File: src/rtl/branch_predictor.sv
// branch_predictor: direct-mapped BTB with 2-bit direction counters, mispredict detection and perf counters
module branch_predictor #(
  parameter int PC_WIDTH    = 32,
  parameter int INDEX_WIDTH = 4,
  parameter int COUNT_WIDTH = 16
) (
  input  logic                   clk_i,
  input  logic                   rst_i,
  input  logic [PC_WIDTH-1:0]    PCF_i,
  output logic                   PredTakenF_o,
  output logic [PC_WIDTH-1:0]    PredTargetF_o,
  input  logic                   UpdateE_i,
  input  logic                   IsJumpE_i,
  input  logic [PC_WIDTH-1:0]    PCE_i,
  input  logic                   TakenE_i,
  input  logic [PC_WIDTH-1:0]    TargetE_i,
  input  logic                   PredTakenE_i,
  input  logic [PC_WIDTH-1:0]    PredTargetE_i,
  output logic                   MispredictE_o,
  output logic [PC_WIDTH-1:0]    RecoverPCE_o,
  output logic [COUNT_WIDTH-1:0] BranchCount_o,
  output logic [COUNT_WIDTH-1:0] MissCount_o
);
  localparam int TAG_WIDTH = PC_WIDTH - INDEX_WIDTH - 2;
  localparam int ENTRIES   = 1 << INDEX_WIDTH;
  logic [ENTRIES-1:0]     valid;
  logic [TAG_WIDTH-1:0]   tagMem    [ENTRIES];
  logic [PC_WIDTH-1:0]    targetMem [ENTRIES];
  logic [1:0]             ctrMem    [ENTRIES];
  logic [ENTRIES-1:0]     jumpMem;
  logic [INDEX_WIDTH-1:0] idxF, idxE;
  logic [TAG_WIDTH-1:0]   tagF, tagE;
  logic                   hitF, hitE;
  logic [1:0]             ctrE, ctrNext;
  logic [COUNT_WIDTH-1:0] branchCount, missCount;
  assign idxF = PCF_i[INDEX_WIDTH+1:2];
  assign tagF = PCF_i[PC_WIDTH-1:INDEX_WIDTH+2];
  assign idxE = PCE_i[INDEX_WIDTH+1:2];
  assign tagE = PCE_i[PC_WIDTH-1:INDEX_WIDTH+2];
  assign hitF = valid[idxF] && tagMem[idxF] == tagF;
  assign hitE = valid[idxE] && tagMem[idxE] == tagE;
  assign PredTakenF_o  = hitF && (jumpMem[idxF] || ctrMem[idxF][1]);
  assign PredTargetF_o = PredTakenF_o ? targetMem[idxF] : PCF_i + PC_WIDTH'(4);
  assign MispredictE_o = UpdateE_i && ((PredTakenE_i != TakenE_i) || (TakenE_i && PredTargetE_i != TargetE_i));
  assign RecoverPCE_o  = TakenE_i ? TargetE_i : PCE_i + PC_WIDTH'(4);
  assign BranchCount_o = branchCount;
  assign MissCount_o   = missCount;
  always_comb begin
    ctrE    = ctrMem[idxE];
    ctrNext = IsJumpE_i ? 2'b11
            : TakenE_i  ? (ctrE == 2'b11 ? 2'b11 : ctrE + 2'b01)
            :             (ctrE == 2'b00 ? 2'b00 : ctrE - 2'b01);
  end
  always_ff @(posedge clk_i) begin
    if (rst_i) begin
      valid       <= '0;
      branchCount <= '0;
      missCount   <= '0;
    end else if (UpdateE_i) begin
      branchCount <= branchCount + COUNT_WIDTH'(~&branchCount);
      missCount   <= missCount + COUNT_WIDTH'(MispredictE_o && ~&missCount);
      if (hitE) begin
        ctrMem[idxE] <= ctrNext;
        if (IsJumpE_i) jumpMem[idxE] <= 1'b1;
        if (TakenE_i) targetMem[idxE] <= TargetE_i;
      end else if (TakenE_i) begin
        valid[idxE]     <= 1'b1;
        tagMem[idxE]    <= tagE;
        targetMem[idxE] <= TargetE_i;
        jumpMem[idxE]   <= IsJumpE_i;
        ctrMem[idxE]    <= IsJumpE_i ? 2'b11 : 2'b10;
      end
    end
  end
endmodule

File: config.mk
export PLATFORM = sky130hd
export DESIGN_NAME = branch_predictor
export DESIGN_NICKNAME = d
export VERILOG_FILES = /design/src/rtl/branch_predictor.sv
export SDC_FILE = /design/constraint.sdc
export NUM_CORES = 1
export LEC_CHECK = 0
export BUFFER_PORTS_ARGS = -buffer_cell sky130_fd_sc_hd__buf_4
export CAP_MARGIN = 10
export CORE_UTILIZATION = 54
export CTS_CLUSTER_DIAMETER = 200
export DETAILED_ROUTE_END_ITERATION = 10
export HOLD_SLACK_MARGIN = 0.03
export PLACE_DENSITY = 0.79
export SYNTH_ARGS = -nofsm -noshare
export SYNTH_HDL_FRONTEND = slang
export SYNTH_SLANG_ARGS = --single-unit
File: constraint.sdc
create_clock -name clk_i -period 6.9 [get_ports clk_i]
set_input_delay 0 -clock clk_i [delete_from_list [all_inputs] [get_ports clk_i]]
set_output_delay 0 -clock clk_i [all_outputs]
set_load 0.1 [all_outputs]
==> impl_metrics.py <==
metrics = {
    "die": {
        "coreArea_sq_um": 85500,
        "ios": 232,
        "fp.dieArea_sq_um": 88000,
        "fp.dieW_microns": 297,
        "die_y_microns": 297,
        "core.rowCount": 107,
        "initial_utilization_pct": 54.8,
    },
    "logic_synthesis": {
        "synth_cell_types": 84,
        "ys_ff_latch": 1024,
        "netlist_area_sq_um": 46900,
        "async_reset_ff_share_pct": 0,
        "ys_seq_area_share_pct": 64.6,
        "syn_avg_cell_area_sq_um": 17.4,
        "ys.flop_type": "edfxtp_1",
        "synth_nets": 2834,
        "yosys_warnings": 0,
        "synth_edf_count": 976,
        "syn_inst": 2691,
    },
    "layout": {
        "syn_to_final_growth_pct": 14.5,
        "drive_gt1_share_pct": 28.3,
        "fin_area_sq_um": 53700,
        "multi_input_area_sq_um": 15700,
        "register_area_sq_um": 30300,
        "mostFrequentLayoutCells": "976 x edfxtp_1, 341 x mux4_2, 259 x buf_4",
        "layout.nets": 3093,
        "stdcell_count": 4181,
        "postLayoutCoreUtil_pct": 62.8,
        "fill_cells": 5840,
        "layout_commonest_cell": "edfxtp_1",
    },
    "critical_path": {
        "slowest_stage": "buf_4",
        "critPathArrivalTime_ns": 4.99,
        "cp.depth": 11,
        "worstSetupEndpointType": "output port",
        "worst-path-max-fanout": 97,
        "worst_path_most_repeated_cell": "buf_4",
        "cp.required_ns": 6.90,
        "worst-path-buf-inv": 4,
        "worstSetupPathType": "in2out",
        "cp_top_family": "buffers and inverters",
        "crit_chain": "buf_8 > buf_12 > mux4_2 > a22oi_1 > nand3_1 > xnor2_1 > or4bb_1 > nor4_4 > buf_4 > mux2_2 > buf_4",
        "reg2reg_depth": 10,
        "start_kind": "input pin",
        "max_stage_delay_ns": 0.60,
    },
    "clock_network": {
        "clock-sinks": 1024,
        "postCtsSetupBuffers": 0,
        "cts.htree.levels": 3,
        "path_clk_slew_ns": 0.06,
        "numCtsBuffers": 103,
        "clockBufferDepth": 3,
        "worstSkewPairLatency_ns": 0.70,
        "root_buffer": "clkbuf_16",
        "cts_tree": "built",
    },
    "sta": {
        "timing.final.hold_violations": 0,
        "worst_slew_pin_slew_ns": 1.36,
        "finalMaxSlewViolations": 0,
        "finalSetupTns_ns": 0,
        "fin_crit_ns": 4.99,
        "fin_hold_ws_ns": 0.169,
        "fmax_mhz": 201,
        "setup_viol": 0,
        "period_share_pct": 72.3,
        "skew_ns": 0.0527,
        "rsz0062_at_grt": "no",
        "relSlewSlack_pct": 9.12,
    },
    "global_route": {
        "grt_max_degree": 98,
        "track_usage_pct": 32.8,
        "grt_pass1_wl_microns": 203000,
        "antenna_found_initial": 8,
        "grt_pass1_vias": 28900,
        "grt.overflow.total": 0,
    },
    "detailed_routing": {
        "wire_per_inst_microns": 34.3,
        "drt_pass1_iterations": 6,
        "ant_nets": 0,
        "vias_per_cell": 7.00,
        "dr.first_iter.drc_count": 4510,
        "vias": 29300,
        "totalWireLength_microns": 143000,
        "remaining_drc_errors": 0,
    },
    "place": {
        "dpl.cell_count": 3926,
        "io_buffers": 231,
        "place.gp.congestion": 0.963,
        "dpl.hpwl_microns": 88400,
        "dpl_cell_area_sq_um": 49700,
    },
    "pwr": {
        "p_per_area_nw_per_um2": 260,
        "p_switching_mw": 3.38,
        "ir_drop_mv": 0.224,
        "p_int_mw": 10.6,
        "p_sw_share_pct": 24.2,
        "p_comb_share_pct": 10.2,
        "power.leakage_nw": 17.7,
        "pwr-share-seq_pct": 49.2,
        "power_frac_clock_pct": 40.7,
    },
    "run": {
        "maxCapViolCount": 0,
    },
    "outcome": {
        "status": "complete, no violations",
    },
    "worst_hold_path": {
        "whs_path_depth": 2,
        "holdCritPathClass": "in2reg",
    },
}
## path summary, 6_finish.rpt
| kind | endpoint | startpoint | slack, ns |
|---|---|---|---|
| worst max-delay path | PredTargetF_o[0] | PCF_i[3] | 1.91 |
| worst min-delay path | targetMem[5][9] | TargetE_i[9] | 0.17 |
| worst max register to register | tagMem[8][5] | tagMem[15][7] | 2.37 |
| worst min register to register | valid[15] | valid[15] | 0.50 |
## kinds of logic after synthesis
| family | Yosys count | synth area share, % |
|---|---|---|
| muxes | 532 | 21.0 |
| AOI/OAI and AO/OA | 286 | 4.14 |
| xor gates and xnor gates | 150 | 2.80 |
| adders and majority gates | 11 | 0.283 |
| and+or+nand+nor | 461 | 4.99 |
| DFF | 1024 | 64.6 |
| buffers and inverters | 227 | 2.22 |
## cell usage after synthesis (all sizes together) (4+ instances only)
cell / count / area share [%]
nand2: 106 / 0.85
nor2: 97 / 0.78
a32o: 15 / 0.32
mux2: 61 / 1.7
a21oi: 47 / 0.50
a211oi: 6 / 0.096
clkbuf: 86 / 0.69
o21ai: 75 / 0.80
a31oi: 8 / 0.11
nand4: 36 / 0.48
mux2i: 125 / 2.7
nor4: 16 / 0.25
nand2b: 23 / 0.31
and3: 22 / 0.29
inv: 51 / 0.41
o211ai: 10 / 0.16
a22oi: 27 / 0.43
nor2b: 18 / 0.24
xnor2: 70 / 1.3
nand3: 66 / 0.72
a221oi: 13 / 0.27
ha: 9 / 0.24
nor3: 27 / 0.29
a22o: 10 / 0.19
mux4: 346 / 17
buf: 88 / 1.1
or4: 5 / 0.080
and4: 4 / 0.075
or3: 11 / 0.15
a2111oi: 5 / 0.093
and2: 13 / 0.17
dfxtp: 48 / 2.0
o22ai: 31 / 0.41
edfxtp: 976 / 63
xor2: 80 / 1.5
a221o: 4 / 0.085
## timing repair
action | 4_1_cts | 5_1_grt
hold buffers | 62 | 0
resized for setup | 0 | 0
hold endpoints to repair | 992 | 0
## metrics by stage
step / power, mW / setup WS, ns
4_1_cts: 13.9 / 2.05
6_report: 14.0 / 1.91
3_5_place_dp: 8.35 / 1.75
2_1_floorplan: 7.84 / 1.60
5_1_grt: 14.2 / 1.88
3_3_place_gp: 8.32 / 1.84
## power by group through the flow
| stage | registers [mW] | logic (mW) | clock network [mW] |
|---|---|---|---|
| 2_1_floorplan | 7.00 | 0.839 | 0 |
| 3_3_place_gp | 6.99 | 1.33 | 0 |
| 3_5_place_dp | 6.99 | 1.35 | 0 |
| 4_1_cts | 6.86 | 1.39 | 5.69 |
| 5_1_grt | 6.86 | 1.46 | 5.91 |
| 6_report | 6.86 | 1.42 | 5.68 |
## layout make-up
cell class	instances	area share (%)
diodes	3	0.0140
clock buffers	123	4.94
clock inverters	66	1.40
inverters	53	0.373
multi-input cells	1440	29.2
flip-flops and latches	1024	56.4
well taps	1144	2.67
repair buffers	328	5.00
## state kept, by name, indices dropped and copies added, names as in the netlist
register	count
ctrMem	32
MissCount_o	16
tagMem	416
targetMem	512
jumpMem	16
valid	16
BranchCount_o	16
## routing by layer
| layer | part of all wire, % | global-route usage (%) | up-vias |
|---|---|---|---|
| met5 | 0.058 | 0 | - |
| met2 | 46 | 50.9 | 2355 |
| met3 | 13 | 8.11 | 399 |
| li1 | - | - | 11500 |
| met1 | 35 | 44.2 | 15000 |
| met4 | 4.8 | 15.0 | 12 |
Power figures use the tool's default switching activity.
